## src/rtl/mmio_port_bank_if.sv

```systemverilog
// rtl/mmio_port_bank_if.sv - load/store bus and TX drain stream bundle for mmio_port_bank
interface mmio_port_bank_if #(
  parameter int DATA_W = 32,
  parameter int ADDR_W = 8
);
  logic              we;
  logic              re;
  logic [ADDR_W-1:0] addr;
  logic [DATA_W-1:0] wdata;
  logic [DATA_W-1:0] rdata;
  logic [DATA_W-1:0] tx_data;
  logic              tx_valid;
  logic              tx_ready;

  modport master (
    output we, re, addr, wdata, tx_ready,
    input  rdata, tx_data, tx_valid
  );

  modport slave (
    input  we, re, addr, wdata, tx_ready,
    output rdata, tx_data, tx_valid
  );
endinterface

```

## src/rtl/mmio_port_bank.sv

```systemverilog
// rtl/mmio_port_bank.sv - channel registers, TX FIFO, sticky overflow irq and cycle counter
module mmio_port_bank #(
  parameter int DATA_W     = 32,
  parameter int ADDR_W     = 8,
  parameter int NUM_CH     = 4,
  parameter int FIFO_DEPTH = 8,
  parameter int BASE_ADDR  = 0
) (
  input  logic                     clk_t,
  input  logic                     rst_t,
  mmio_port_bank_if.slave          bus,
  output logic [NUM_CH*DATA_W-1:0] io_out,
  output logic                     irq
);
  localparam int                PTR_W    = $clog2(FIFO_DEPTH);
  localparam logic [ADDR_W:0]   BASE_EXT = (ADDR_W+1)'(BASE_ADDR);
  localparam logic [ADDR_W-1:0] OFF_TXD  = ADDR_W'(NUM_CH);
  localparam logic [ADDR_W-1:0] OFF_STAT = ADDR_W'(NUM_CH + 1);
  localparam logic [ADDR_W-1:0] OFF_CYC  = ADDR_W'(NUM_CH + 2);
  localparam logic [PTR_W:0]    FULL_CNT = (PTR_W+1)'(FIFO_DEPTH);

  logic [DATA_W-1:0] ch_q [NUM_CH];
  logic [DATA_W-1:0] ch_d [NUM_CH];
  logic [DATA_W-1:0] mem_q [FIFO_DEPTH];
  logic [PTR_W-1:0]  wr_ptr_q, wr_ptr_d, rd_ptr_q, rd_ptr_d;
  logic [PTR_W:0]    count_q, count_d;
  logic              ovf_q, ovf_d;
  logic [DATA_W-1:0] cyc_q, cyc_d;
  logic [DATA_W-1:0] rdata_q, rdata_d;

  logic [ADDR_W:0]   diff;
  logic [ADDR_W-1:0] off;
  logic              hit, wr_hit, full, pop, push_req, push_ok, ovf_clr;
  logic [DATA_W-1:0] stat, rd_mux;

  // The extra borrow bit flags addresses below BASE_ADDR as misses.
  assign diff     = {1'b0, bus.addr} - BASE_EXT;
  assign off      = diff[ADDR_W-1:0];
  assign hit      = !diff[ADDR_W] && (off <= OFF_CYC);
  assign wr_hit   = bus.we && hit;
  assign full     = (count_q == FULL_CNT);
  assign pop      = bus.tx_valid && bus.tx_ready;
  assign push_req = wr_hit && (off == OFF_TXD);
  assign push_ok  = push_req && (!full || pop);
  assign ovf_clr  = wr_hit && (off == OFF_STAT) && bus.wdata[2];

  always_comb begin
    stat       = '0;
    stat[0]    = (count_q == '0);
    stat[1]    = full;
    stat[2]    = ovf_q;
    stat[15:8] = 8'(count_q);

    rd_mux = '0;
    for (int k = 0; k < NUM_CH; k++) begin
      if (off == ADDR_W'(k)) rd_mux = ch_q[k];
      ch_d[k] = (wr_hit && off == ADDR_W'(k)) ? bus.wdata : ch_q[k];
    end
    if (off == OFF_STAT) rd_mux = stat;
    if (off == OFF_CYC)  rd_mux = cyc_q;
    if (!hit)            rd_mux = '0;

    wr_ptr_d = push_ok ? wr_ptr_q + PTR_W'(1) : wr_ptr_q;
    rd_ptr_d = pop     ? rd_ptr_q + PTR_W'(1) : rd_ptr_q;
    count_d  = count_q;
    case ({push_ok, pop})
      2'b10:   count_d = count_q + (PTR_W+1)'(1);
      2'b01:   count_d = count_q - (PTR_W+1)'(1);
      default: count_d = count_q;
    endcase

    // A rejected push wins over a clear landing on the same edge.
    ovf_d   = (push_req && !push_ok) || (ovf_q && !ovf_clr);
    cyc_d   = (wr_hit && off == OFF_CYC) ? bus.wdata : cyc_q + DATA_W'(1);
    rdata_d = bus.re ? rd_mux : rdata_q;
  end

  always_ff @(posedge clk_t) begin
    if (rst_t) begin
      for (int k = 0; k < NUM_CH; k++) ch_q[k] <= '0;
      wr_ptr_q <= '0;
      rd_ptr_q <= '0;
      count_q  <= '0;
      ovf_q    <= 1'b0;
      cyc_q    <= '0;
      rdata_q  <= '0;
    end else begin
      for (int k = 0; k < NUM_CH; k++) ch_q[k] <= ch_d[k];
      wr_ptr_q <= wr_ptr_d;
      rd_ptr_q <= rd_ptr_d;
      count_q  <= count_d;
      ovf_q    <= ovf_d;
      cyc_q    <= cyc_d;
      rdata_q  <= rdata_d;
    end
  end

  // Storage needs no reset: count_q alone decides what is visible.
  always_ff @(posedge clk_t) begin
    if (push_ok) mem_q[wr_ptr_q] <= bus.wdata;
  end

  always_comb begin
    for (int k = 0; k < NUM_CH; k++) io_out[k*DATA_W +: DATA_W] = ch_q[k];
  end

  assign bus.rdata    = rdata_q;
  assign bus.tx_valid = (count_q != '0);
  assign bus.tx_data  = mem_q[rd_ptr_q];
  assign irq          = ovf_q;
endmodule
```

## src/flat_wrapper.sv

```systemverilog
// flat-port wrapper written by rule: the top's interface ports become plain ports
module mmio_port_bank_flat 
#(
  parameter int DATA_W     = 32,
  parameter int ADDR_W     = 8,
  parameter int NUM_CH     = 4,
  parameter int FIFO_DEPTH = 8,
  parameter int BASE_ADDR  = 0
)
  (clk_t, rst_t, io_out, irq, bus_we, bus_re, bus_addr, bus_wdata, bus_tx_ready, bus_rdata, bus_tx_data, bus_tx_valid);
  mmio_port_bank_if #(.DATA_W(DATA_W), .ADDR_W(ADDR_W)) bus_i ();
  input  logic clk_t;
  input  logic rst_t;
  output logic [NUM_CH*DATA_W-1:0] io_out;
  output logic irq;
  input wire logic [$bits(bus_i.we)-1:0] bus_we;
  input wire logic [$bits(bus_i.re)-1:0] bus_re;
  input wire logic [$bits(bus_i.addr)-1:0] bus_addr;
  input wire logic [$bits(bus_i.wdata)-1:0] bus_wdata;
  input wire logic [$bits(bus_i.tx_ready)-1:0] bus_tx_ready;
  output wire logic [$bits(bus_i.rdata)-1:0] bus_rdata;
  output wire logic [$bits(bus_i.tx_data)-1:0] bus_tx_data;
  output wire logic [$bits(bus_i.tx_valid)-1:0] bus_tx_valid;
  assign bus_i.we = bus_we;
  assign bus_i.re = bus_re;
  assign bus_i.addr = bus_addr;
  assign bus_i.wdata = bus_wdata;
  assign bus_i.tx_ready = bus_tx_ready;
  assign bus_rdata = bus_i.rdata;
  assign bus_tx_data = bus_i.tx_data;
  assign bus_tx_valid = bus_i.tx_valid;
  mmio_port_bank #(.DATA_W(DATA_W), .ADDR_W(ADDR_W), .NUM_CH(NUM_CH), .FIFO_DEPTH(FIFO_DEPTH), .BASE_ADDR(BASE_ADDR)) u_core (.clk_t(clk_t), .rst_t(rst_t), .bus(bus_i), .io_out(io_out), .irq(irq));
endmodule
```

## config.mk

```make
export PLATFORM = sky130hd
export DESIGN_NAME = mmio_port_bank_flat
export DESIGN_NICKNAME = d
export VERILOG_FILES = /design/src/rtl/mmio_port_bank_if.sv /design/src/rtl/mmio_port_bank.sv /design/src/flat_wrapper.sv
export SDC_FILE = /design/constraint.sdc
export NUM_CORES = 1
export LEC_CHECK = 0
export ABC_AREA = 1
export BUFFER_PORTS_ARGS = -buffer_cell sky130_fd_sc_hd__buf_2
export CAP_MARGIN = 5
export CORE_MARGIN = 2
export CORE_UTILIZATION = 40
export CTS_BUF_LIST = sky130_fd_sc_hd__clkbuf_8 sky130_fd_sc_hd__clkbuf_16
export CTS_CLUSTER_DIAMETER = 40
export DETAILED_ROUTE_END_ITERATION = 12
export HOLD_SLACK_MARGIN = 0.02
export PLACE_DENSITY = 0.59
export SYNTH_ARGS = -nofsm -noshare
export SYNTH_HDL_FRONTEND = slang
export SYNTH_SLANG_ARGS = --single-unit
```

## constraint.sdc

```tcl
create_clock -name clk_t -period 12.5 [get_ports clk_t]
set_clock_uncertainty 0.2 [all_clocks]
set_input_delay 2.5 -clock clk_t [delete_from_list [all_inputs] [get_ports clk_t]]
set_output_delay 2.5 -clock clk_t [all_outputs]
set_load 0.02 [all_outputs]
```

# Word-level counts from Yosys, hierarchy flattened
# Memories as Yosys holds them, arrays and structs flattened. A register that Yosys moved wholly into a read port is not among the register bits.
# Cells that the tools add are included.
dict set report word_totals {
  mem_count 2
  mem_bits_rw 384
  reg_bits 75
  input_bits 45
}
dict set report classes {
  n_mux 24
  eq_ne 9
  n_lt_le_gt_ge 1
  add_sub_neg 5
  reduce_logical 22
  bitwise_logic 4
}
# memory words word_bits read_ports rd_ports_with_merged_regs wr line
set memory_table {}
lappend memory_table {u_core.mem_q 8 32 1 1 1 mmio_port_bank.sv:24} ;# logic [DATA_W-1:0] mem_q [FIFO_DEPTH];
lappend memory_table {u_core.ch_q 4 32 4 0 4 mmio_port_bank.sv:22} ;# logic [DATA_W-1:0] ch_q [NUM_CH];
# op n
set op_table {}
lappend op_table {{$mux W32} 16}
lappend op_table {{$add A32 B1 Y32 const B} 1}
lappend op_table {{$eq A8 B3 Y1 const B} 3}
lappend op_table {{$eq A8 B2 Y1 const B} 2}
lappend op_table {{$logic_and A1 B1 Y1} 13}
lappend op_table {{$eq A8 B1 Y1 const B} 1}
lappend op_table {{$le A8 B3 Y1 const B} 1}
lappend op_table {{$logic_not A8 Y1} 1}
lappend op_table {{$pmux W4 S2} 1}
lappend op_table {{$add A3 B1 Y3 const B} 2}
lappend op_table {{$mux W3} 2}
lappend op_table {{$mux W1} 5}
lappend op_table {{$add A4 B1 Y4 const B} 1}
lappend op_table {{$eq A4 B4 Y1 const B} 1}
lappend op_table {{$logic_not A4 Y1} 1}
lappend op_table {{$or A1 B1 Y1} 4}
lappend op_table {{$reduce_bool A4 Y1} 1}
lappend op_table {{$sub A4 B1 Y4 const B} 1}
lappend op_table {{$logic_not A1 Y1} 3}
lappend op_table {{$eq A2 B1 Y1 const B} 1}
lappend op_table {{$eq A2 B2 Y1 const B} 1}
lappend op_table {{$logic_or A1 B1 Y1} 2}
lappend op_table {{$reduce_bool A2 Y1} 1}

# Depth between registers and ports, before layout
# Gate-level depths: netlist of the first run.
dict set report depth {
  depth_word 8
  depth_mapped 16
}

# Worst setup path before layout of the first run
# No wires, ideal clock.
dict set report synth_path {
  kind {input port to flip-flop}
  from {input bus_addr[6]}
  to {memory u_core.mem_q[1][0] (enable)}
  slack_ns 6.186
  t_required_ns 11.839
  path_buffers 0
  setup_time_ns 0.461
  arrival_ns 5.652
  cell_stages 9
  cell_sequence {nor2_2 nand3_1 nor2_2 nand2_2 inv_1 nand2_1 nor2_1 nand2_1 nor3_1}
}
dict set report synth_via {
  elab_chain_cells 6
}
# item line
set synth_lines {}
lappend synth_lines {{start, declared} flat_wrapper.sv:18} ;# input wire logic [$bits(bus_i.addr)-1:0] bus_addr;
lappend synth_lines {{$le A8 B3 Y1} mmio_port_bank.sv:39} ;# assign hit = !diff[ADDR_W] && (off <= OFF_CYC);
lappend synth_lines {{$logic_and A1 B1 Y1} mmio_port_bank.sv:40} ;# assign wr_hit = bus.we && hit;
lappend synth_lines {{$logic_and A1 B1 Y1 *} mmio_port_bank.sv:43} ;# assign push_req = wr_hit && (off == OFF_TXD);
lappend synth_lines {{$logic_and A1 B1 Y1 *} mmio_port_bank.sv:44} ;# assign push_ok = push_req && (!full || pop);
lappend synth_lines {{$mux W1 *} mmio_port_bank.sv:100} ;# if (push_ok) mem_q[wr_ptr_q] <= bus.wdata;
lappend synth_lines {{$mux W1 (implied by the code) *} mmio_port_bank.sv:100}
lappend synth_lines {{end, declared} mmio_port_bank.sv:24}
# Every way passes the cells marked *; elsewhere a longest branch is shown, timed or not.

==> results of run 1 <==
-- path summary, 6_finish.rpt --
| kind | start | end | slack, ns | depth (start not counted) |
|---|---|---|---|---|
| worst max-delay path | register | bus_tx_data[17] | 6.46 | 7 |
| worst min-delay path | u_core.rd_ptr_q[2] | register | 0.26 | 1 |
| worst max register to register | u_core.count_q[0] | u_core.mem_q[2][21] | 9.54 | 9 |
| worst min register to register | u_core.rd_ptr_q[2] | register | 0.26 | 1 |
-- worst reg2reg max path: cells and delay by family (launching register included) --
family        cells  cell delay [ns]
simple gates      5             1.34
flops             1             0.41
buf+inv           4             0.66
-- sequential cells by signal, summed over array words and instances (netlist names), named ones only --
signal / count
u_core.rd_ptr_q: 3
u_core.bus.rdata: 32
u_core.mem_q: 256
u_core.count_q: 4
u_core.ch_q: 128
u_core.cyc_q: 32
u_core.irq: 1
u_core.wr_ptr_q: 3
-- kinds of logic after synthesis --
kind of cell,Yosys count
simple gates,854
buf+inv,256
xor+xnor,11
fa+ha+maj,4
compound gates,483
flops,462
-- layout by cell type, fill, tap and decap left out, types with 4 or more instances in the layout --
cell type / count
xor2_1: 10
nor3_1: 17
or2_0: 4
nor2_2: 5
bufinv_16: 9
clkbuf_16: 71
nand3b_1: 7
nor3_2: 8
buf_4: 25
nor2_4: 6
ha_1: 4
a31oi_1: 32
o211ai_1: 8
buf_2: 237
o21ai_0: 208
dfxtp_1: 204
nand2_1: 286
nand3_1: 123
a211oi_2: 28
edfxtp_1: 256
clkinv_4: 7
clkinvlp_4: 5
clkinv_1: 5
o22ai_1: 32
or2_2: 4
inv_1: 128
clkinv_2: 6
nor4_1: 6
inv_6: 8
a21oi_1: 98
a211oi_1: 73
nor2_1: 378
inv_2: 7
-- report_power, final --
part           internal, mW  switching [mW]  total (mW)
clock                  1.24           0.712        1.95
combinational         0.126           0.320       0.446
sequential             1.61          0.0185        1.63
total                  2.98            1.05        4.03
-- per-layer routing --
| metal | GRT usage | wire length (µm) | vias to the layer above |
|---|---|---|---|
| li1 | - | - | 7576 |
| met1 | 0.310 | 26200 | 7535 |
| met2 | 0.350 | 25900 | 502 |
| met3 | 0.0520 | 4210 | 99 |
| met4 | 0.0771 | 1410 | 0 |
| met5 | 0 | 0 | - |
-- layout make-up --
| type | instances | area [µm²] | area share |
|---|---|---|---|
| flip-flops and latches | 462 | 11800 | 0.504 |
| clock inverters | 48 | 541 | 0.0230 |
| inverters | 130 | 488 | 0.0208 |
| multi-input cells | 1352 | 6670 | 0.284 |
| repair buffers | 262 | 1370 | 0.0586 |
| clock buffers | 73 | 1800 | 0.0769 |
| well taps | 615 | 769 | 0.0328 |
==> reports/metrics.cfg, run 1 <==
[global_route]
grt_max_degree = 100
grt_pass1_wl_mm = 87.9
grt-ovfl-total = 0
antenna_found_initial = 0
grt_pass1_vias = 15031
grt_usage = 0.225

[run_status]
status = completed

[floorplanning]
io_pins = 239
core.rowCount = 80
die_x_um = 225
start_util = 0.407
die_area_um2 = 50500
fp.dieH_um = 225
fp.coreArea_um2 = 47900

[clock_tree]
clk_latency_ns = 0.58
clk_path_buf_depth = 3
path_clk_slew_ns = 0.06
root_buffer = clkbuf_16
tritoncts = done
cts_resized = 0
numCtsBuffers = 67
cts_hold_buf = 0
cts.sinks = 462
ctsHtreeMaxLevel = 3
cts_setup_buffers = 0

[detailed_routing]
dr.first_iter.drc_count = 1013
wirelength_mm = 57.7
drc = 0
vias = 15712
vias_per_cell = 5.34
routedWlPerCell_um = 19.6
first_pass_iters = 5
postRouteAntennaNets = 0

[final_layout]
final_util = 0.489
drive_gt1_frac = 0.189
nFillCells = 4460
final_cell_area_um2 = 23500
stdcell_count = 2942
antenna_cells = 0
area_delta_synth_final_pct = 20.4
finalNetCount = 2324

[timing]
whs_ns = 0.255
setup_ws_ns = 6.46
post-route-period-util = 0.483
setup_viol = 0
fmax_mhz = 166
tns_ns = 0
worst_pin_slew_ns = 1.01
slew_violations = 0
grt_setup_unrepaired = false
hold_viol = 0
slew_headroom = 0.329
min_period_ns = 6.04

[place]
pre_cts_ws_ns = 6.99
post_dp_cell_area_um2 = 21100
place.detailed.hpwl_mm = 36.4
portBuffers = 238
dp_cells = 2821
gp_congestion = 0.874

[yosys]
synth_mux_area_frac = 0
async_flop_share = 0
ys_top_cells_by_count = nor2_1 (379), nand2_1 (286), edfxtp_1 (256)
synth_edf_count = 256
netlist_area_um2 = 19500
ys_ff_latch = 462
synth_top_area_frac = 0.394
syn_area_per_cell_um2 = 9.42
synthAdderAreaFrac = 0.00257
ys.flop_type = edfxtp_1
synth_cell_types = 37
synth_top_family_by_area = simple AND/OR/NAND/NOR gates
ys_seq_area_frac = 0.606
synth-compound-area-share = 0.150
synth_largest_area_cell = edfxtp_1
ys.warnings.count = 0
synth.top_cells.by_area = edfxtp_1 (39%), dfxtp_1 (21%), nor2_1 (7.3%), nand2_1 (5.5%), o21ai_0 (5.3%)
synth_nets = 2119
synth-simple-area-share = 0.182
yosysMostFrequentCell = nor2_1
synthCells = 2070
synth_xor_area_frac = 0.00494

[setup_path]
cp_max_fo = 99
path_cells = inv_2 > buf_4 > o21ai_0 > o22ai_1 > nor2_1 > a31oi_1 > buf_2
start_kind = register
worstSetupPathType = register to output pin
worst_path_max_delay_cell = buf_4
critPathMaxStageDelay_ns = 0.76
endpoint_kind = output pin
crit_arrival_ns = 3.34
path_buf_inv = 3
critPathRequiredTime_ns = 9.80
path_delay_family = buffers and inverters

[power_and_ir_drop]
peakVddDrop_v = 0.000109
powerDensity_nw_per_um2 = 172
power_leakage_nw = 9.24
p_total_mw = 4.03

[job]
drv_cap = 0

[worst_hold_path]
hold_path_class = register to register

Power figures use the tool's default switching activity.
==> run 2: changes to the inputs <==
- PLACE_DENSITY: 0.59 -> 0.62
- clock period: 12.5 -> 5 ns (I/O delays scaled with it)
==> run 2 against run 1 <==
Sequential share of layout area increased by 0.49 points. Flip-flop and latch count unchanged. Cell count about the same. Clock power increased by 120%. Via count increased by 0.58%. Routed wire length increased by 0.50%. Count of clock-buffer cells in the layout decreased by 5. Hold slack got worse by 0.0091 ns. Sequential power increased by 150%. Global-route usage increased by 0.20 points. Critical path type unchanged. Critical endpoint is now bus_tx_data[14]. Highest routed layer unchanged.
==> reports/metrics.cfg, run 2 (synthesized netlist as in run 1, its figures left out) <==
[run_status]
status = completed

[setup_path]
crit_arrival_ns = 3.12  ; -0.22 ns
cp_max_fo = 68  ; -31%
path_cells = buf_4 > buf_4 > nor2_1 > nor2_1 > o21ai_0 > a31oi_1 > buf_2
r2r-end = u_core.mem_q[1][30]
reg2reg_slack_ns = 2.47  ; -7.07 ns
r2r-start = u_core.count_q[2]
start_kind = register
worstSetupPathType = register to output pin
path_delay_family = buffers and inverters
ff2ff_path_depth = 9  ; unchanged
critPathRequiredTime_ns = 3.80  ; -6.00 ns
critPathMaxStageDelay_ns = 0.63  ; -0.13 ns
worst_path_max_delay_cell = buf_4
endpoint_kind = output pin
path_buf_inv = 3  ; unchanged

[floorplanning]
die_x_um = 225  ; unchanged
fp.dieH_um = 225  ; unchanged
core.rowCount = 80  ; unchanged
fp.coreArea_um2 = 47900  ; unchanged
io_pins = 239  ; unchanged
start_util = 0.407  ; unchanged
die_area_um2 = 50500  ; unchanged

[clock_tree]
numCtsBuffers = 60  ; -10%
ctsHtreeMaxLevel = 2  ; -1
tritoncts = done
clk_path_buf_depth = 3  ; unchanged
cts.sinks = 462  ; unchanged
path_clk_slew_ns = 0.06  ; about the same
cts_setup_buffers = 0  ; unchanged
clk_latency_ns = 0.61  ; +0.03 ns
cts_resized = 0  ; unchanged
cts_hold_buf = 0  ; unchanged
root_buffer = clkbuf_16

[detailed_routing]
drc = 0  ; unchanged
wirelength_mm = 58.0  ; +0.50%
vias_per_cell = 5.38  ; +0.65%
dr.first_iter.drc_count = 1410  ; +39%
vias = 15803  ; +0.58%
first_pass_iters = 5  ; unchanged
routedWlPerCell_um = 19.7  ; +0.57%
postRouteAntennaNets = 0  ; unchanged

[global_route]
antenna_found_initial = 0  ; unchanged
grt_pass1_vias = 15210  ; +1.2%
grt_max_degree = 85  ; -15%
grt-ovfl-total = 0  ; unchanged
grt_pass1_wl_mm = 89.0  ; +1.2%
grt_usage = 0.227  ; +0.00196

[power_and_ir_drop]
swShare = 0.268  ; +0.00669
seqPwrFrac = 0.426  ; +0.022
combinationalPowerShare = 0.120  ; +0.009
peakVddDrop_v = 0.000311  ; +180%
pwr-share-clk = 0.454  ; -0.031
power_leakage_nw = 9.14  ; -1.0%
powerDensity_nw_per_um2 = 411  ; +140%
p_int_mw = 6.99  ; +130%
p_switching_mw = 2.55  ; +140%

[timing]
setup_viol = 0  ; unchanged
tns_ns = 0  ; unchanged
min_period_ns = 4.32
worst_pin_slew_ns = 1.06  ; +0.0490 ns
post-route-period-util = 0.864
grt_setup_unrepaired = false
slew_headroom = 0.296  ; -0.0327
slew_violations = 0  ; unchanged
hold_viol = 0  ; unchanged
fmax_mhz = 231
setup_ws_ns = 0.680  ; -5.78 ns

[final_layout]
largest_reg_flops = 256  ; unchanged
reg_top3 = u_core.mem_q: 256 flops, u_core.ch_q: 128 flops
final_common_cell = nor2_1
finalNetCount = 2325  ; +0.043%
area_delta_synth_final_pct = 19.2
nFillCells = 4472  ; +0.27%
drive_gt1_frac = 0.189  ; about the same
antenna_cells = 0  ; unchanged
final_cell_area_um2 = 23200  ; -0.97%
layout_common_cells = nor2_1 (378), nand2_1 (286), edfxtp_1 (256)
max_flop_register = u_core.mem_q

[worst_hold_path]
hold_path_class = register to register
hold_end = u_core.rd_ptr_q[2]
worstHoldStart = u_core.rd_ptr_q[2]
whs_path_depth = 1  ; unchanged

[place]
portBuffers = 238  ; unchanged
place.detailed.hpwl_mm = 38.5  ; +5.9%
pre_cts_ws_ns = 1.30  ; -5.69 ns
gp_congestion = 0.862  ; -1.3%
post_dp_cell_area_um2 = 21200  ; +0.31%

[job]
drv_cap = 0  ; unchanged

## run 2: cell count changes in the layout (fill, tap and decap cells not counted), sizes merged
cell,change
bufinv,-4
inv,+2
buf,+8
clkinvlp,+1
clkinv,-4
clkbuf,-5
## run 2: worst reg2reg max path: cells and delay by family, from the launching register on
| family | cells | cell delay, ns |
|---|---|---|
| buf+inv | 4 | 0.71 |
| flops | 1 | 0.38 |
| simple gates | 5 | 0.83 |
## run 2: final cells by class
class | count | area [µm²] | share of cell area
multi-input combinational | 1352 | 6670 | 0.287
tap | 615 | 769 | 0.0331
clock buffer | 68 | 1650 | 0.0708
sequential | 462 | 11800 | 0.509
clock inverter | 43 | 408 | 0.0176
timing repair buffer | 270 | 1430 | 0.0617
inverter | 130 | 488 | 0.0210
## run 2: power by group through the flow
stage / combinational, mW / clock (mW) / sequential, mW
6_report: 1.14 / 4.33 / 4.06
3_5_place_dp: 1.15 / 0 / 4.14
5_1_grt: 1.27 / 4.54 / 4.07
3_3_place_gp: 1.13 / 0 / 4.14
4_1_cts: 1.15 / 4.39 / 4.06
2_1_floorplan: 0.764 / 0 / 4.12
## run 2: metal layers
layer	global-route usage	share of wire	up-vias
li1	-	-	7569
met1	0.315	0.45	7551
met2	0.356	0.45	595
met3	0.0530	0.082	88
met4	0.0649	0.021	0
met5	0	0	-
## run 2: metrics by stage
| step | util | cells | hold slack [ns] | total power [mW] |
|---|---|---|---|---|
| after CTS | 0.485 | 2940 | 0.245 | 9.61 |
| after detailed placement | 0.442 | 2829 | 0.228 | 5.29 |
| after global routing | 0.485 | 2940 | 0.284 | 9.87 |
| final | 0.485 | 2940 | 0.246 | 9.54 |
| after global placement | 0.442 | 2829 | 0.226 | 5.28 |
| after floorplan | - | 2070 | 0.212 | 4.89 |
## run 2: how the worst max path moves through the flow
stage                startpoint  depth (start not counted)  slack, ns                  end
finish                 register                          7       0.68      bus_tx_data[14]
global route           register                          7       0.50      bus_tx_data[11]
CTS                    register                          7       0.67      bus_tx_data[14]
floorplan           bus_addr[6]                          9       0.19   u_core.mem_q[1][0]
detailed placement  bus_addr[7]                         12       1.30  u_core.ch_q[0][123]
global placement       register                          7       1.35      bus_tx_data[11]
==> run 3: changes to the inputs <==
--- a/config.mk
+++ b/config.mk
@@ -9,5 +9,4 @@
 export BUFFER_PORTS_ARGS = -buffer_cell sky130_fd_sc_hd__buf_2
-export CAP_MARGIN = 5
 export CORE_MARGIN = 2
-export CORE_UTILIZATION = 40
+export CORE_UTILIZATION = 41
 export CTS_BUF_LIST = sky130_fd_sc_hd__clkbuf_8 sky130_fd_sc_hd__clkbuf_16
@@ -16,3 +15,3 @@
 export HOLD_SLACK_MARGIN = 0.02
-export PLACE_DENSITY = 0.62
+export PLACE_DENSITY = 0.63
 export SYNTH_ARGS = -nofsm -noshare
==> constraint.sdc (replaced) <==
create_clock -name clk_t -period 5 [get_ports clk_t]
set_clock_uncertainty 0.2 [all_clocks]
set_input_delay 0.25 -clock clk_t [delete_from_list [all_inputs] [get_ports clk_t]]
set_output_delay 0.25 -clock clk_t [all_outputs]
set_load 0.02 [all_outputs]
==> run 3 against run 2 <==
Core utilization grew 2.1 points. Critical path depth is the same. Register-to-register slack is essentially flat. Global-route usage grew 0.61 points. Non-clock buffer count grew 29. Via count grew 0.97%. Combinational power is essentially flat. Highest routed layer unchanged.
==> reports/metrics.cfg, run 3 (synthesized netlist as in run 1, its figures left out) <==
[run_status]
status = completed

[place]
place.detailed.hpwl_mm = 37.1  ; -3.9%
dp_cells = 2813  ; -0.57%
portBuffers = 238  ; unchanged
gp_congestion = 0.901  ; +4.5%

[timing]
min_period_ns = 3.55  ; -0.771 ns
worst_pin_slew_ns = 1.16  ; +0.107 ns
hold_viol = 0  ; unchanged
slew_headroom = 0.225  ; -0.0713
post-route-period-util = 0.710  ; -0.154
fmax_mhz = 282  ; +22%
grt_setup_unrepaired = false
setup_viol = 0  ; unchanged
slew_violations = 0  ; unchanged
tns_ns = 0  ; unchanged

[worst_hold_path]
hold_path_class = input pin to register

[power_and_ir_drop]
power_leakage_nw = 9.30  ; +1.7%
p_total_mw = 9.70  ; +1.6%
powerDensity_nw_per_um2 = 410  ; -0.12%
peakVddDrop_v = 0.000279  ; -10%

[final_layout]
final_common_cell = nor2_1
stdcell_count = 2969  ; +0.99%
layout_common_cells = nor2_1 (378), nand2_1 (286), edfxtp_1 (256)
finalNetCount = 2361  ; +1.5%
reg_top3 = u_core.mem_q: 256 flops, u_core.ch_q: 128 flops
max_flop_register = u_core.mem_q
nFillCells = 4325  ; -3.3%
antenna_cells = 0  ; unchanged
largest_reg_flops = 256  ; unchanged
area_delta_synth_final_pct = 21.3
drive_gt1_frac = 0.184  ; -0.00507

[setup_path]
endpoint_kind = output pin
start_kind = register
crit_arrival_ns = 3.10  ; -0.02 ns
critPathRequiredTime_ns = 4.55  ; +0.75 ns
reg2reg_slack_ns = 2.48  ; about the same
worstSetupPathType = register to output pin
cp_max_fo = 68  ; unchanged

[floorplanning]
io_pins = 239  ; unchanged
die_area_um2 = 49300  ; -2.4%
die_x_um = 222  ; -1.2%
fp.dieH_um = 222  ; -1.2%
start_util = 0.417  ; +0.0104
core.rowCount = 79  ; -1.3%
fp.coreArea_um2 = 46800  ; -2.5%

[global_route]
antenna_found_initial = 0  ; unchanged
grt_max_degree = 101  ; +19%
grt_usage = 0.233  ; +0.00606
grt-ovfl-total = 0  ; unchanged
grt_pass1_vias = 15613  ; +2.6%
grt_pass1_wl_mm = 90.2  ; +1.3%

[clock_tree]
clk_path_buf_depth = 3  ; unchanged
cts.sinks = 462  ; unchanged
root_buffer = clkbuf_16
tritoncts = done
clk_latency_ns = 0.60  ; about the same
numCtsBuffers = 67  ; +12%
ctsHtreeMaxLevel = 3  ; +1
path_clk_slew_ns = 0.05  ; about the same

[job]
drv_cap = 0  ; unchanged

[detailed_routing]
drc = 0  ; unchanged
vias = 15957  ; +0.97%
vias_per_cell = 5.37  ; about the same
routedWlPerCell_um = 19.5  ; -1.1%
first_pass_iters = 5  ; unchanged
wirelength_mm = 57.9  ; -0.14%
dr.first_iter.drc_count = 1245  ; -12%
postRouteAntennaNets = 0  ; unchanged

-- run 3: power by group --
part / switching, mW / internal, mW
clock: 1.81 / 2.66
combinational: 0.823 / 0.341
sequential: 0.0376 / 4.03
total: 2.67 / 7.03
-- run 3: worst max-delay path, cell delays in order (launching register included) --
cell	delay, ns
dfxtp_4	0.44
inv_2	0.85
buf_12	0.35
o21ai_0	0.12
o22ai_1	0.14
nor2_1	0.05
a31oi_1	0.30
buf_2	0.24
-- run 3: layer usage --
metal,up-vias,track usage,share of wire
met3,90,0.0567,0.075
met4,0,0.0793,0.023
li1,7651,-,-
met5,-,0,0
met2,554,0.365,0.46
met1,7662,0.317,0.44
-- run 3: final timing paths --
path                 startpoint             endpoint  cells past startpoint
min                 bus_addr[1]   u_core.wr_ptr_q[2]                      8
max reg2reg   u_core.count_q[1]  u_core.mem_q[5][23]                      9
min reg2reg  u_core.rd_ptr_q[2]             register                      1
max                    register      bus_tx_data[17]                      7
-- run 3: cell type report --
cell class / count / area (µm²) / area share
Clock buffer: 70 / 1720 / 0.0726
Clock inverter: 49 / 434 / 0.0184
Inverter: 130 / 488 / 0.0206
Multi-Input combinational cell: 1352 / 6670 / 0.282
Sequential cell: 462 / 11800 / 0.500
Tap cell: 607 / 759 / 0.0321
Timing Repair Buffer: 299 / 1760 / 0.0743
-- run 3: through the flow --
step | util | instance area [µm²] | hold slack [ns] | setup WS, ns
2_1_floorplan | - | 19500 | 0.149 | 0.936
3_3_place_gp | 0.452 | 21100 | 0.231 | 1.66
3_5_place_dp | 0.452 | 21100 | 0.241 | 1.53
4_1_cts | 0.506 | 23600 | 0.0618 | 1.42
5_1_grt | 0.506 | 23600 | 0.168 | 1.22
6_report | 0.506 | 23600 | 0.0816 | 1.45
-- run 3: timing repair --
action	CTS	global route
endpoints found under the setup margin	0	0
resized for setup	0	0
hold endpoints to repair	398	0
setup buffers	0	0
hold buffers	37	0
